**src/rtl/d_lsu_sequencer.sv**
```systemverilog
// d_lsu_sequencer
//   Multi-cycle sequencer for D-format loads and stores. It latches the
//   instruction fields at start, forms the effective address
//   Rn + sext(imm9), and then owns the RAM and register-file write controls
//   until done. Loads can be byte/half/word/double, sign- or zero-extended.
//   Stores narrower than DATA_WIDTH use a read-modify-write cycle.
//
//   Instruction layout: I = {op[10:0], imm9, op2, Rn, Rt}
//     op[10:9] access size, op[2] signed load, op[1] load
//
//   Ports
//     clock, reset_n       rising-edge clock, asynchronous active-low reset
//     start, I             one-cycle request and instruction (taken only when idle)
//     rf_a_data/rf_b_data  Rn / Rt contents, held valid while busy
//     rf_sa/rf_sb/rf_da    register-file read selects and write destination
//     rf_w, rf_wdata       register write strobe and extended load data
//     mem_addr, mem_we,
//     mem_wdata, mem_rdata RAM word port (read data MEM_LATENCY cycles after addr)
//     busy, done, fault    not-idle flag, completion pulse, abort flag with done
//
//   Optional feature macro: ALIGN_CHECK_EN
//     defined   : an access misaligned for its size finishes at once with fault=1
//     undefined : the low address bits are cleared to the access size; fault=0
module d_lsu_sequencer #(
   parameter int unsigned DATA_WIDTH     = 64,
   parameter int unsigned RAM_ADDR_WIDTH = 16,
   parameter int unsigned MEM_LATENCY    = 1
) (
   input  logic                      clock,
   input  logic                      reset_n,
   input  logic                      start,
   input  logic [31:0]               I,
   input  logic [DATA_WIDTH-1:0]     rf_a_data,
   input  logic [DATA_WIDTH-1:0]     rf_b_data,
   output logic [4:0]                rf_sa,
   output logic [4:0]                rf_sb,
   output logic [4:0]                rf_da,
   output logic                      rf_w,
   output logic [DATA_WIDTH-1:0]     rf_wdata,
   output logic [RAM_ADDR_WIDTH-1:0] mem_addr,
   output logic                      mem_we,
   output logic [DATA_WIDTH-1:0]     mem_wdata,
   input  logic [DATA_WIDTH-1:0]     mem_rdata,
   output logic                      busy,
   output logic                      done,
   output logic                      fault
);

   localparam int unsigned LANE_W   = $clog2(DATA_WIDTH / 8);
   localparam logic [1:0]  MAX_SIZE = 2'(LANE_W);
   localparam logic [1:0]  LAT_INIT = 2'(MEM_LATENCY - 1);

   typedef enum logic [2:0] {
      S_IDLE, S_ADDR, S_READ, S_MERGE, S_WRITE, S_WB, S_FIN
   } state_t;

   // Low (8 << sz) bits set; all ones for a full-width access.
   function automatic logic [DATA_WIDTH-1:0] size_mask(input logic [1:0] sz);
      logic [DATA_WIDTH-1:0] m;
      if (sz >= MAX_SIZE) m = '1;
      else                m = (DATA_WIDTH'(1) << (32'd8 << sz)) - DATA_WIDTH'(1);
      return m;
   endfunction

   function automatic logic [DATA_WIDTH-1:0] load_extend(
      input logic [DATA_WIDTH-1:0] word,
      input logic [LANE_W-1:0]     lane,
      input logic [1:0]            sz,
      input logic                  sgn
   );
      logic [DATA_WIDTH-1:0] m;
      logic [DATA_WIDTH-1:0] sh;
      logic                  neg;
      m   = size_mask(sz);
      sh  = (word >> {lane, 3'b000}) & m;
      // m ^ (m >> 1) isolates the most significant bit of the lane: its sign.
      neg = sgn && ((sh & (m ^ (m >> 1))) != '0);
      return neg ? (sh | ~m) : sh;
   endfunction

   function automatic logic [DATA_WIDTH-1:0] store_merge(
      input logic [DATA_WIDTH-1:0] word,
      input logic [DATA_WIDTH-1:0] src,
      input logic [LANE_W-1:0]     lane,
      input logic [1:0]            sz
   );
      logic [DATA_WIDTH-1:0] m;
      m = size_mask(sz) << {lane, 3'b000};
      return (word & ~m) | ((src << {lane, 3'b000}) & m);
   endfunction

   state_t                    state_q, state_d;
   logic [1:0]                size_q, size_d;
   logic                      is_load_q, is_load_d;
   logic                      is_signed_q, is_signed_d;
   logic [8:0]                imm_q, imm_d;
   logic [4:0]                rf_sa_q, rf_sa_d;
   logic [4:0]                rf_sb_q, rf_sb_d;
   logic [LANE_W-1:0]         lane_q, lane_d;
   logic [1:0]                cnt_q, cnt_d;
   logic [DATA_WIDTH-1:0]     data_q, data_d;
   logic [RAM_ADDR_WIDTH-1:0] mem_addr_q, mem_addr_d;
   logic                      mem_we_q, mem_we_d;
   logic [DATA_WIDTH-1:0]     mem_wdata_q, mem_wdata_d;
   logic                      rf_w_q, rf_w_d;
   logic [DATA_WIDTH-1:0]     rf_wdata_q, rf_wdata_d;
   logic                      busy_q, busy_d;
   logic                      done_q, done_d;
   logic                      fault_q, fault_d;

   logic [DATA_WIDTH-1:0]     ea;
   logic [LANE_W-1:0]         align_m;
   logic                      unused_op;

   assign ea        = rf_a_data + {{(DATA_WIDTH-9){imm_q[8]}}, imm_q};
   assign align_m   = LANE_W'((32'd1 << size_q) - 32'd1);
   assign unused_op = ^{I[29:24], I[21], I[11:10]};

   always_comb begin
      state_d     = state_q;
      size_d      = size_q;
      is_load_d   = is_load_q;
      is_signed_d = is_signed_q;
      imm_d       = imm_q;
      rf_sa_d     = rf_sa_q;
      rf_sb_d     = rf_sb_q;
      lane_d      = lane_q;
      cnt_d       = cnt_q;
      data_d      = data_q;
      mem_addr_d  = mem_addr_q;
      mem_wdata_d = mem_wdata_q;
      rf_wdata_d  = rf_wdata_q;
      fault_d     = 1'b0;

      case (state_q)
         S_IDLE: begin
            if (start) begin
               size_d      = (I[31:30] > MAX_SIZE) ? MAX_SIZE : I[31:30];
               is_signed_d = I[23];
               is_load_d   = I[22];
               imm_d       = I[20:12];
               rf_sa_d     = I[9:5];
               rf_sb_d     = I[4:0];
               state_d     = S_ADDR;
            end
         end
         S_ADDR: begin
            mem_addr_d = RAM_ADDR_WIDTH'(ea >> LANE_W);
            lane_d     = ea[LANE_W-1:0] & ~align_m;
`ifdef ALIGN_CHECK_EN
            if ((ea[LANE_W-1:0] & align_m) != '0) begin
               fault_d = 1'b1;
               state_d = S_FIN;
            end else
`endif
            if (!is_load_q && (size_q == MAX_SIZE)) begin
               mem_wdata_d = rf_b_data;
               state_d     = S_WRITE;
            end else begin
               cnt_d   = LAT_INIT;
               state_d = S_READ;
            end
         end
         S_READ: begin
            if (cnt_q == 2'd0) begin
               data_d = mem_rdata;
               if (is_load_q) begin
                  rf_wdata_d = load_extend(mem_rdata, lane_q, size_q, is_signed_q);
                  state_d    = S_WB;
               end else begin
                  state_d    = S_MERGE;
               end
            end else begin
               cnt_d = cnt_q - 2'd1;
            end
         end
         S_MERGE: begin
            mem_wdata_d = store_merge(data_q, rf_b_data, lane_q, size_q);
            state_d     = S_WRITE;
         end
         S_WRITE: state_d = S_FIN;
         S_WB:    state_d = S_FIN;
         S_FIN:   state_d = S_IDLE;
         default: state_d = S_IDLE;
      endcase

      // Strobes are registered from the next state so they line up with it.
      mem_we_d = (state_d == S_WRITE);
      rf_w_d   = (state_d == S_WB);
      done_d   = (state_d == S_FIN);
      busy_d   = (state_d != S_IDLE);
   end

   always_ff @(posedge clock or negedge reset_n) begin
      if (!reset_n) begin
         state_q     <= S_IDLE;
         size_q      <= '0;
         is_load_q   <= 1'b0;
         is_signed_q <= 1'b0;
         imm_q       <= '0;
         rf_sa_q     <= '0;
         rf_sb_q     <= '0;
         lane_q      <= '0;
         cnt_q       <= '0;
         data_q      <= '0;
         mem_addr_q  <= '0;
         mem_we_q    <= 1'b0;
         mem_wdata_q <= '0;
         rf_w_q      <= 1'b0;
         rf_wdata_q  <= '0;
         busy_q      <= 1'b0;
         done_q      <= 1'b0;
         fault_q     <= 1'b0;
      end else begin
         state_q     <= state_d;
         size_q      <= size_d;
         is_load_q   <= is_load_d;
         is_signed_q <= is_signed_d;
         imm_q       <= imm_d;
         rf_sa_q     <= rf_sa_d;
         rf_sb_q     <= rf_sb_d;
         lane_q      <= lane_d;
         cnt_q       <= cnt_d;
         data_q      <= data_d;
         mem_addr_q  <= mem_addr_d;
         mem_we_q    <= mem_we_d;
         mem_wdata_q <= mem_wdata_d;
         rf_w_q      <= rf_w_d;
         rf_wdata_q  <= rf_wdata_d;
         busy_q      <= busy_d;
         done_q      <= done_d;
         fault_q     <= fault_d;
      end
   end

   assign rf_sa     = rf_sa_q;
   assign rf_sb     = rf_sb_q;
   assign rf_da     = rf_sb_q;
   assign rf_w      = rf_w_q;
   assign rf_wdata  = rf_wdata_q;
   assign mem_addr  = mem_addr_q;
   assign mem_we    = mem_we_q;
   assign mem_wdata = mem_wdata_q;
   assign busy      = busy_q;
   assign done      = done_q;
   assign fault     = fault_q;

endmodule

```
**config.mk**
```make
export PLATFORM = sky130hd
export DESIGN_NAME = d_lsu_sequencer
export DESIGN_NICKNAME = d
export VERILOG_FILES = /design/src/rtl/d_lsu_sequencer.sv
export SDC_FILE = /design/constraint.sdc
export NUM_CORES = 1
export LEC_CHECK = 0
export CORE_AREA = 8 8 216 166
export CTS_CLUSTER_DIAMETER = 200
export CTS_CLUSTER_SIZE = 14
export DETAILED_ROUTE_END_ITERATION = 12
export DIE_AREA = 0 0 224 174
export PLACE_DENSITY = 0.75
export SLEW_MARGIN = 20
export SYNTH_ARGS = -nofsm -noshare
export SYNTH_HDL_FRONTEND = slang
export SYNTH_SLANG_ARGS = --single-unit
```
**constraint.sdc**
```tcl
create_clock -name clock -period 4.2 [get_ports clock]
set_input_delay 0.84 -clock clock [delete_from_list [all_inputs] [get_ports clock]]
set_output_delay 0.84 -clock clock [all_outputs]
set_load 0.03 [all_outputs]
```
-- Yosys cells after proc, flatten, opt, wreduce, memory -nomap -nowiden
Index checks and enable logic that the tools add are counted.
- order comparisons: 2
- bitwise logic cells: 11
- reduce and logical (&&, ||, !) cells: 15
- equal/unequal tests: 12
- shift-type cells: 6
- $add $sub $neg: 4
- muxes and demuxes: 17
- operators with widths (cell ; count):
    $mux 64 ; 7
    $and 64x64->64 ; 4
    $not 64->64 ; 2
    $or 64x64->64 ; 2
    $pmux 64 s2 ; 1
    $shl 64x6->64 ; 2
    $reduce_bool 64->1 ; 1
    $shl 1x32->64 const A ; 1
    $shr 64x6->64 ; 1
    $sub 64x2->64 const B ; 1
    $xor 64x63->64 ; 1
    $shl 4x2->32 const A ; 1
    $add 19x19->19 ; 1
    $eq 3x3->1 const B ; 5
    $pmux 3 s5 ; 1
    $mux 3 ; 4
    $eq 3x2->1 const B ; 2
    $mux 2 ; 3
    $ne 2x2->1 const B ; 3
    $reduce_and 2->1 ; 3
    $reduce_and 3->1 ; 2
    $pmux 2 s2 ; 1
    $reduce_bool 2->1 ; 2
    $and 3x3->3 ; 1
    other kinds (14) ; 15
- flip-flop bits (word level): 243
- bits of input ports: 227
- output and inout port bits: 164

-- Depth between registers and ports, before layout
Gate-level depths: netlist of the first run.
- word-level depth: 12
- gate-level depth with buffers: 10
- mapped depth without buffers: 8

-- Least setup slack after synthesis of the first run
OpenSTA, ideal clock, no wires.
- kind: input to register
- from: input port rf_a_data[0]
- to: register mem_addr_q[15], in the netlist mem_addr[15]
- cell stages on the path: 8
- path slack: 1.311 ns
- data arrival time: 2.751 ns
- cell sequence: ha_1 > fa_1 > a21o_1 > a221o_1 > o211ai_1 > nand3_1 > a2111oi_0 > nor3_1
- word-level cells in the longest chain between the ends: 1
- RTL lines (element ; RTL line ; text):
    from (decl) ; 33 ; input logic [DATA_WIDTH-1:0] rf_a_data,
    $add 19x19->19 ; 115 ; assign ea = rf_a_data + {{(DATA_WIDTH-9){imm_q[8]}}, imm_q};
    to (signal assigned) ; 225 ; mem_addr_q <= mem_addr_d;
    to (decl) ; 102 ; logic [RAM_ADDR_WIDTH-1:0] mem_addr_q, mem_addr_d;
No other way between the ends.
A chain may end at the register's enable or synchronous reset.

-- Worst setup path after layout of the first run
- from: register lane_q[1]
- to: register mem_wdata_q[50], in the netlist mem_wdata[50]
- word-level cells in the longest chain between the ends: 5
- RTL lines (element ; RTL line ; text):
    from (decl) ; 99 ; logic [LANE_W-1:0] lane_q, lane_d;
    from (signal assigned) ; 222 ; lane_q <= lane_d;
    $shl 64x6->64 ; 88 ; m = size_mask(sz) << {lane, 3'b000};
    $not 64->64 ; 89 ; return (word & ~m) | ((src << {lane, 3'b000}) & m);
    $and 64x64->64 ; 89 ;
    $or 64x64->64 (*) ; 89 ;
    $pmux 64 s2 (*) ; 135 ; case (state_q)
    to (signal assigned) ; 227 ; mem_wdata_q <= mem_wdata_d;
    to (decl) ; 104 ; logic [DATA_WIDTH-1:0] mem_wdata_q, mem_wdata_d;
Every way passes the cells marked *; elsewhere a longest branch is shown, timed or not.

==> flow_metrics.py, run 1 <==
metrics = {
    "cells_and_area": {
        "multi_input_area_um2": 7620,
        "design_area_um2": 18500,
        "layout-drive-gt1-share": 0.114,
        "num-fill-cells": 2916,
        "final_cells": 2211,
        "syn2layout_area_growth_pct": 28.2,
        "finalNetCount": 2004,
        "seq_area_um2": 6090,
    },
    "pwr": {
        "power_density_nw_per_um2": 846,
        "power_mw": 15.6,
        "leakagePower_nw": 7.46,
        "ir_drop_mv": 0.505,
    },
    "global_routing": {
        "grt_max_degree": 130,
        "track_usage": 0.279,
        "grt_pass1_vias": 13100,
        "grt_pass1_wl_mm": 83.8,
        "gr-total-overflow": 0,
        "antenna_found_initial": 4,
    },
    "synth": {
        "synth_cells": 1489,
        "synth_seq_cells": 243,
        "synth-simple-area-share": 0.132,
        "synthMuxAreaShare": 0.198,
        "netlist_area_um2": 14400,
        "ys_types": 69,
        "synth_top_cell_by_area": "dfrtp_1",
        "synth_xor_area_frac": 0.00973,
        "synth_fa_ha_area_frac": 0.0179,
        "synth_compound_area_frac": 0.170,
        "synth_nets": 1736,
        "netlist.area_leader.share": 0.422,
        "syn_area_per_cell_um2": 9.67,
        "synth_top_family_by_area": "multiplexers",
        "async_flop_share": 1.00,
        "yosysSeqAreaShare": 0.422,
        "synth_ff_type": "dfrtp_1",
        "synthTopCellsByArea": "dfrtp_1 42%, mux2i_1 8.3%, mux2_2 8.2%, nand2_1 6.2%, a21oi_1 3.9%",
        "yosysWarnings": 0,
        "synth_edf_count": 0,
    },
    "setup_path": {
        "startpoint_type": "flop",
        "critPathMaxFanout": 91,
        "critPathArrivalTime_ns": 3.58,
        "critPathSlowestCell": "dfrtp_4",
        "cp_num_buf_inv": 0,
        "worstPathRequired_ns": 4.59,
        "critPathMaxStageDelay_ns": 1.06,
        "crit_chain": "o22a_1, nor2_1, a2111oi_4, o211ai_1, o21ai_0, a21oi_1",
        "crit_family": "compound AO/OA/AOI/OAI gates",
        "critPathKind": "flop to flop",
        "worstSetupEndpointType": "flop",
    },
    "clock_tree": {
        "numCtsBuffers": 21,
        "htreeDepth": 1,
        "cts_tree": "built",
        "clkTransAtPathRegs_ns": 0.08,
        "cts-root-buf": "clkbuf_16",
        "cts.path.max_buffers": 3,
        "numClockSinks": 243,
        "cts_setup_buffers": 0,
        "cts.repair.resized": 0,
        "clk_latency_ns": 0.53,
        "cts_hold_buf": 0,
    },
    "placement": {
        "placed_cells": 2184,
        "placedInstanceArea_um2": 17900,
        "port_buffers": 335,
        "dp_hpwl_mm": 42.9,
        "place_congestion": 0.940,
    },
    "sta": {
        "slew_headroom": 0.290,
        "fin_hold_ws_ns": 0.429,
        "tightest_slew_ns": 1.06,
        "maxSlewViolCount": 0,
        "rsz0062_at_grt": "no",
        "tns_ns": 0,
        "finalClockSkew_ns": 0.0172,
        "finalCritPeriodShare": 0.759,
        "fmax_ghz": 0.314,
        "hold_viol_final": 0,
        "period_needed_ns": 3.19,
        "setup_viol_count_final": 0,
    },
    "floorplanning": {
        "die_y_um": 174,
        "chipWidth_um": 224,
        "core-area_um2": 32700,
        "die-area_um2": 39000,
        "initial_core_util": 0.440,
        "placementRows": 58,
        "ioPinCount": 391,
    },
    "routing": {
        "viasPerCell": 6.00,
        "drt_wl_total_mm": 56.3,
        "vias": 13300,
        "drt_pass1_iterations": 6,
        "routedWlPerCell_um": 25.4,
        "initialDrtViolationCount": 1703,
        "ant_nets": 0,
        "drcViolationCount": 0,
    },
    "run_status": {
        "status": "finished clean",
    },
    "worst_hold_path": {
        "worstHoldPathType": "input port to asynchronous set/reset pin",
    },
    "flow_run": {
        "cap_violations": 0,
    },
}
[power breakdown]
group          switching (mW)  total, mW  internal (mW)
combinational            5.36       9.19           3.83
clock                   0.904       1.80          0.899
sequential               1.07       4.62           3.55
[Yosys cell counts, types with 8 or more instances]
master and count:
mux4_2 21, a21oi_1 111, nor2_1 113, buf_4 19, o22a_1 9, nand3_1 21
inv_1 8, nand2_1 239, mux2_2 105, a31oi_1 42, buf_2 26, o21a_1 8
o211a_1 9, o211ai_1 19, clkbuf_1 51, o22ai_1 17, a211oi_1 38, a22oi_1 11
nor2b_1 16, mux2i_1 120, o21ai_0 88, xor2_1 8, and3_1 11, dfrtp_1 243
xnor2_1 8, o2bb2ai_1 8, buf_6 15, nor3_1 9, buf_1 8, ha_1 19
[layout make-up]
class	count	share of cell area
Clock inverter	2	0.00108
Multi-Input combinational cell	1116	0.413
Tap cell	450	0.0305
Antenna cell	3	0.000407
Sequential cell	243	0.330
Timing Repair Buffer	364	0.194
Clock buffer	22	0.0287
Inverter	11	0.00224
[cell families after synthesis]
group,Yosys count
xor gates and xnor gates,16
adders and majority gates,20
buffers and inverters,130
muxes,246
AOI/OAI and AO/OA,389
other,1
DFF,243
and+or+nand+nor,444
[registers in the layout (all words and copies together), names as in the netlist, 2 cells and up]
register	flops
lane_q	3
size_q	2
rf_da	5
data_q	64
cnt_q	2
imm_q	9
mem_wdata	64
mem_addr	16
state_q	3
rf_sa	5
rf_wdata	64
[path summary, 6_finish.rpt]
path	start	endpoint	slack, ns	depth (start not counted)
max	lane_q[1]	mem_wdata[50]	1.01	6
min	reset_n	rf_wdata[34]	0.43	1
max reg2reg	lane_q[1]	mem_wdata[50]	1.01	6
min reg2reg	mem_addr[1]	mem_addr[1]	0.48	2
max in group asynchronous	reset_n	data_q[62]	2.76	2
min in group clock	mem_addr[1]	mem_addr[1]	0.48	2
[per-stage QoR]
| step | util | setup WS, ns |
|---|---|---|
| 6_report | 0.564 | 1.01 |
| 3_5_place_dp | 0.547 | 0.662 |
| 3_3_place_gp | 0.547 | 0.736 |
| 4_1_cts | 0.564 | 1.17 |
| 5_1_grt | 0.564 | 0.939 |
| 2_1_floorplan | - | 1.31 |
[layer usage]
layer / routed length [µm] / vias to the layer above / GRT usage
li1: - / 5881 / -
met1: 24100 / 6562 / 0.399
met2: 24500 / 708 / 0.412
met3: 6160 / 112 / 0.0738
met4: 1520 / 2 / 0.0745
met5: 13 / - / 0
[cell usage in the layout, fill, tap and decap left out, drive strengths merged, types with 5 or more instances in the layout]
master and n:
clkbuf 22, buf 30, nand3 21, nand2 239, and3 11, o2bb2ai 8, o211a 9, clkdlybuf4s50 334
o22a 9, mux2i 120, nor3 11, a21o 5, o21ai 91, o211ai 19, mux4 21, and2 5
o22ai 17, a31oi 43, a211oi 38, dfrtp 243, ha 19, nand2b 5, a22oi 11, nor2b 16
inv 12, nor2 117, xor2 8, xnor2 8, o21a 8, a21oi 111, mux2 105
(Power assumes the default switching activity.)
==> inputs of run 2 (changes only) <==
--- a/config.mk
+++ b/config.mk
@@ -10,7 +10,7 @@
 export CTS_CLUSTER_SIZE = 14
 export DETAILED_ROUTE_END_ITERATION = 12
 export DIE_AREA = 0 0 224 174
-export PLACE_DENSITY = 0.75
+export PLACE_DENSITY = 0.78
 export SLEW_MARGIN = 20
 export SYNTH_ARGS = -nofsm -noshare
 export SYNTH_HDL_FRONTEND = slang
==> constraint.sdc (replaced) <==
create_clock -name clock -period 2.7 [get_ports clock]
set_input_delay 0.54 -clock clock [delete_from_list [all_inputs] [get_ports clock]]
set_output_delay 0.54 -clock clock [all_outputs]
set_load 0.03 [all_outputs]
==> flow_metrics.py, run 2 (same netlist as run 1, synthesis figures left out) <==
metrics = {
    "run_status": {
        "status": "finished clean",
    },
    "setup_path": {
        "reg2reg_depth": 6,
        "critPathMaxFanout": 25,
        "critPathArrivalTime_ns": 2.97,
        "worstSetupEndpointType": "flop",
        "worstPathRequired_ns": 3.08,
        "startpoint_type": "flop",
        "critPathKind": "flop to flop",
    },
    "floorplanning": {
        "die_y_um": 174,
        "placementRows": 58,
        "initial_core_util": 0.440,
        "die-area_um2": 39000,
        "core-area_um2": 32700,
        "chipWidth_um": 224,
        "ioPinCount": 391,
    },
    "routing": {
        "drt_wl_total_mm": 58.4,
        "initialDrtViolationCount": 1580,
        "viasPerCell": 5.98,
        "drt_pass1_iterations": 6,
        "ant_nets": 0,
        "routedWlPerCell_um": 25.6,
        "vias": 13600,
        "drcViolationCount": 0,
    },
    "cells_and_area": {
        "finalNetCount": 2068,
        "mostFrequentLayoutCells": "334 x clkdlybuf4s50_1, 240 x dfrtp_1, 239 x nand2_1",
        "syn2layout_area_growth_pct": 32.1,
        "layout-drive-gt1-share": 0.146,
        "design_area_um2": 19000,
        "final_common_cell": "clkdlybuf4s50_1",
    },
    "clock_tree": {
        "clk_latency_ns": 0.53,
        "cts_tree": "built",
        "htreeDepth": 1,
        "numClockSinks": 243,
        "clkTransAtPathRegs_ns": 0.08,
        "cts.path.max_buffers": 3,
        "cts_hold_buf": 0,
        "cts_setup_buffers": 0,
        "cts-root-buf": "clkbuf_16",
        "numCtsBuffers": 21,
    },
    "sta": {
        "finalClockSkew_ns": 0.0160,
        "period_needed_ns": 2.60,
        "hold_viol_final": 0,
        "fmax_ghz": 0.385,
        "tns_ns": 0,
        "maxSlewViolCount": 0,
        "slew_headroom": 0.484,
        "setup_viol_count_final": 0,
        "tightest_slew_ns": 0.771,
        "worst_slack_ns": 0.102,
        "fin_hold_ws_ns": 0.0281,
        "rsz0062_at_grt": "no",
        "finalCritPeriodShare": 0.962,
    },
    "global_routing": {
        "grt_pass1_wl_mm": 85.5,
        "antenna_found_initial": 7,
        "track_usage": 0.286,
        "grt_pass1_vias": 13200,
        "grt_max_degree": 84,
        "gr-total-overflow": 0,
    },
    "placement": {
        "placedInstanceArea_um2": 18500,
        "dp_hpwl_mm": 45.5,
        "place_congestion": 0.972,
        "dp_slack_ns": -0.376,
        "port_buffers": 335,
    },
    "pwr": {
        "power_density_nw_per_um2": 1310,
        "leakagePower_nw": 7.80,
        "ir_drop_mv": 0.844,
    },
    "flow_run": {
        "cap_violations": 0,
    },
    "worst_hold_path": {
        "worstHoldPathType": "input port to asynchronous set/reset pin",
    },
}
-- run 2: critical path, cell delays in order, from the launching register on --
cell and delay, ns:
dfrtp_4 0.67, buf_4 0.37, mux4_2 0.53, a21oi_1 0.17, nor2_1 0.05, a211oi_1 0.55, a31oi_1 0.08
-- run 2: worst paths after layout --
check	slack (ns)	start	to
max	0.10	lane_q[0]	mem_wdata[43]
min	0.03	reset_n	rf_wdata[20]
max reg2reg	0.10	lane_q[0]	mem_wdata[43]
min reg2reg	0.49	mem_addr[10]	mem_addr[10]
max in group asynchronous	1.85	reset_n	mem_wdata[42]
min in group clock	0.49	mem_addr[10]	mem_addr[10]
-- run 2: area by class of cell --
| type | count | area (µm²) |
|---|---|---|
| antenna | 4 | 10.0 |
| clock buffer | 23 | 533 |
| clock inverter | 2 | 20.0 |
| fill | 2832 | 13700 |
| inverter | 11 | 41.3 |
| multi-input combinational | 1116 | 7630 |
| sequential | 243 | 6090 |
| tap | 450 | 563 |
| timing repair buffer | 428 | 4140 |
-- run 2: through the flow --
step           utilization  power [mW]  std cells
3_5_place_dp         0.564        21.9       2248
4_1_cts              0.581        24.8       2273
2_1_floorplan            -        16.2       1489
6_report             0.582        24.9       2277
3_3_place_gp         0.564        21.6       2248
5_1_grt              0.581        26.1       2276
-- run 2: power breakdown --
part | leakage [nW] | internal, mW | total [mW] | switching [mW]
logic | 4.71 | 6.35 | 15.1 | 8.76
registers | 2.81 | 5.53 | 6.96 | 1.43
clock network | 0.272 | 1.40 | 2.80 | 1.40
total | 7.80 | 13.3 | 24.9 | 11.6
-- run 2: routing by layer --
layer  track usage  vias to the layer above  wire [µm]
met5             0                        -         45
met4        0.0581                        8       1210
met3        0.0936                       90       7110
met2         0.429                      757      25600
met1         0.399                     6722      24400
li1              -                     6033          -
-- run 2: what timing repair did --
action,in CTS,in global routing
gates cloned,0,0
resized for setup,1,1
setup endpoints to repair,1,1
hold endpoints to repair,0,0
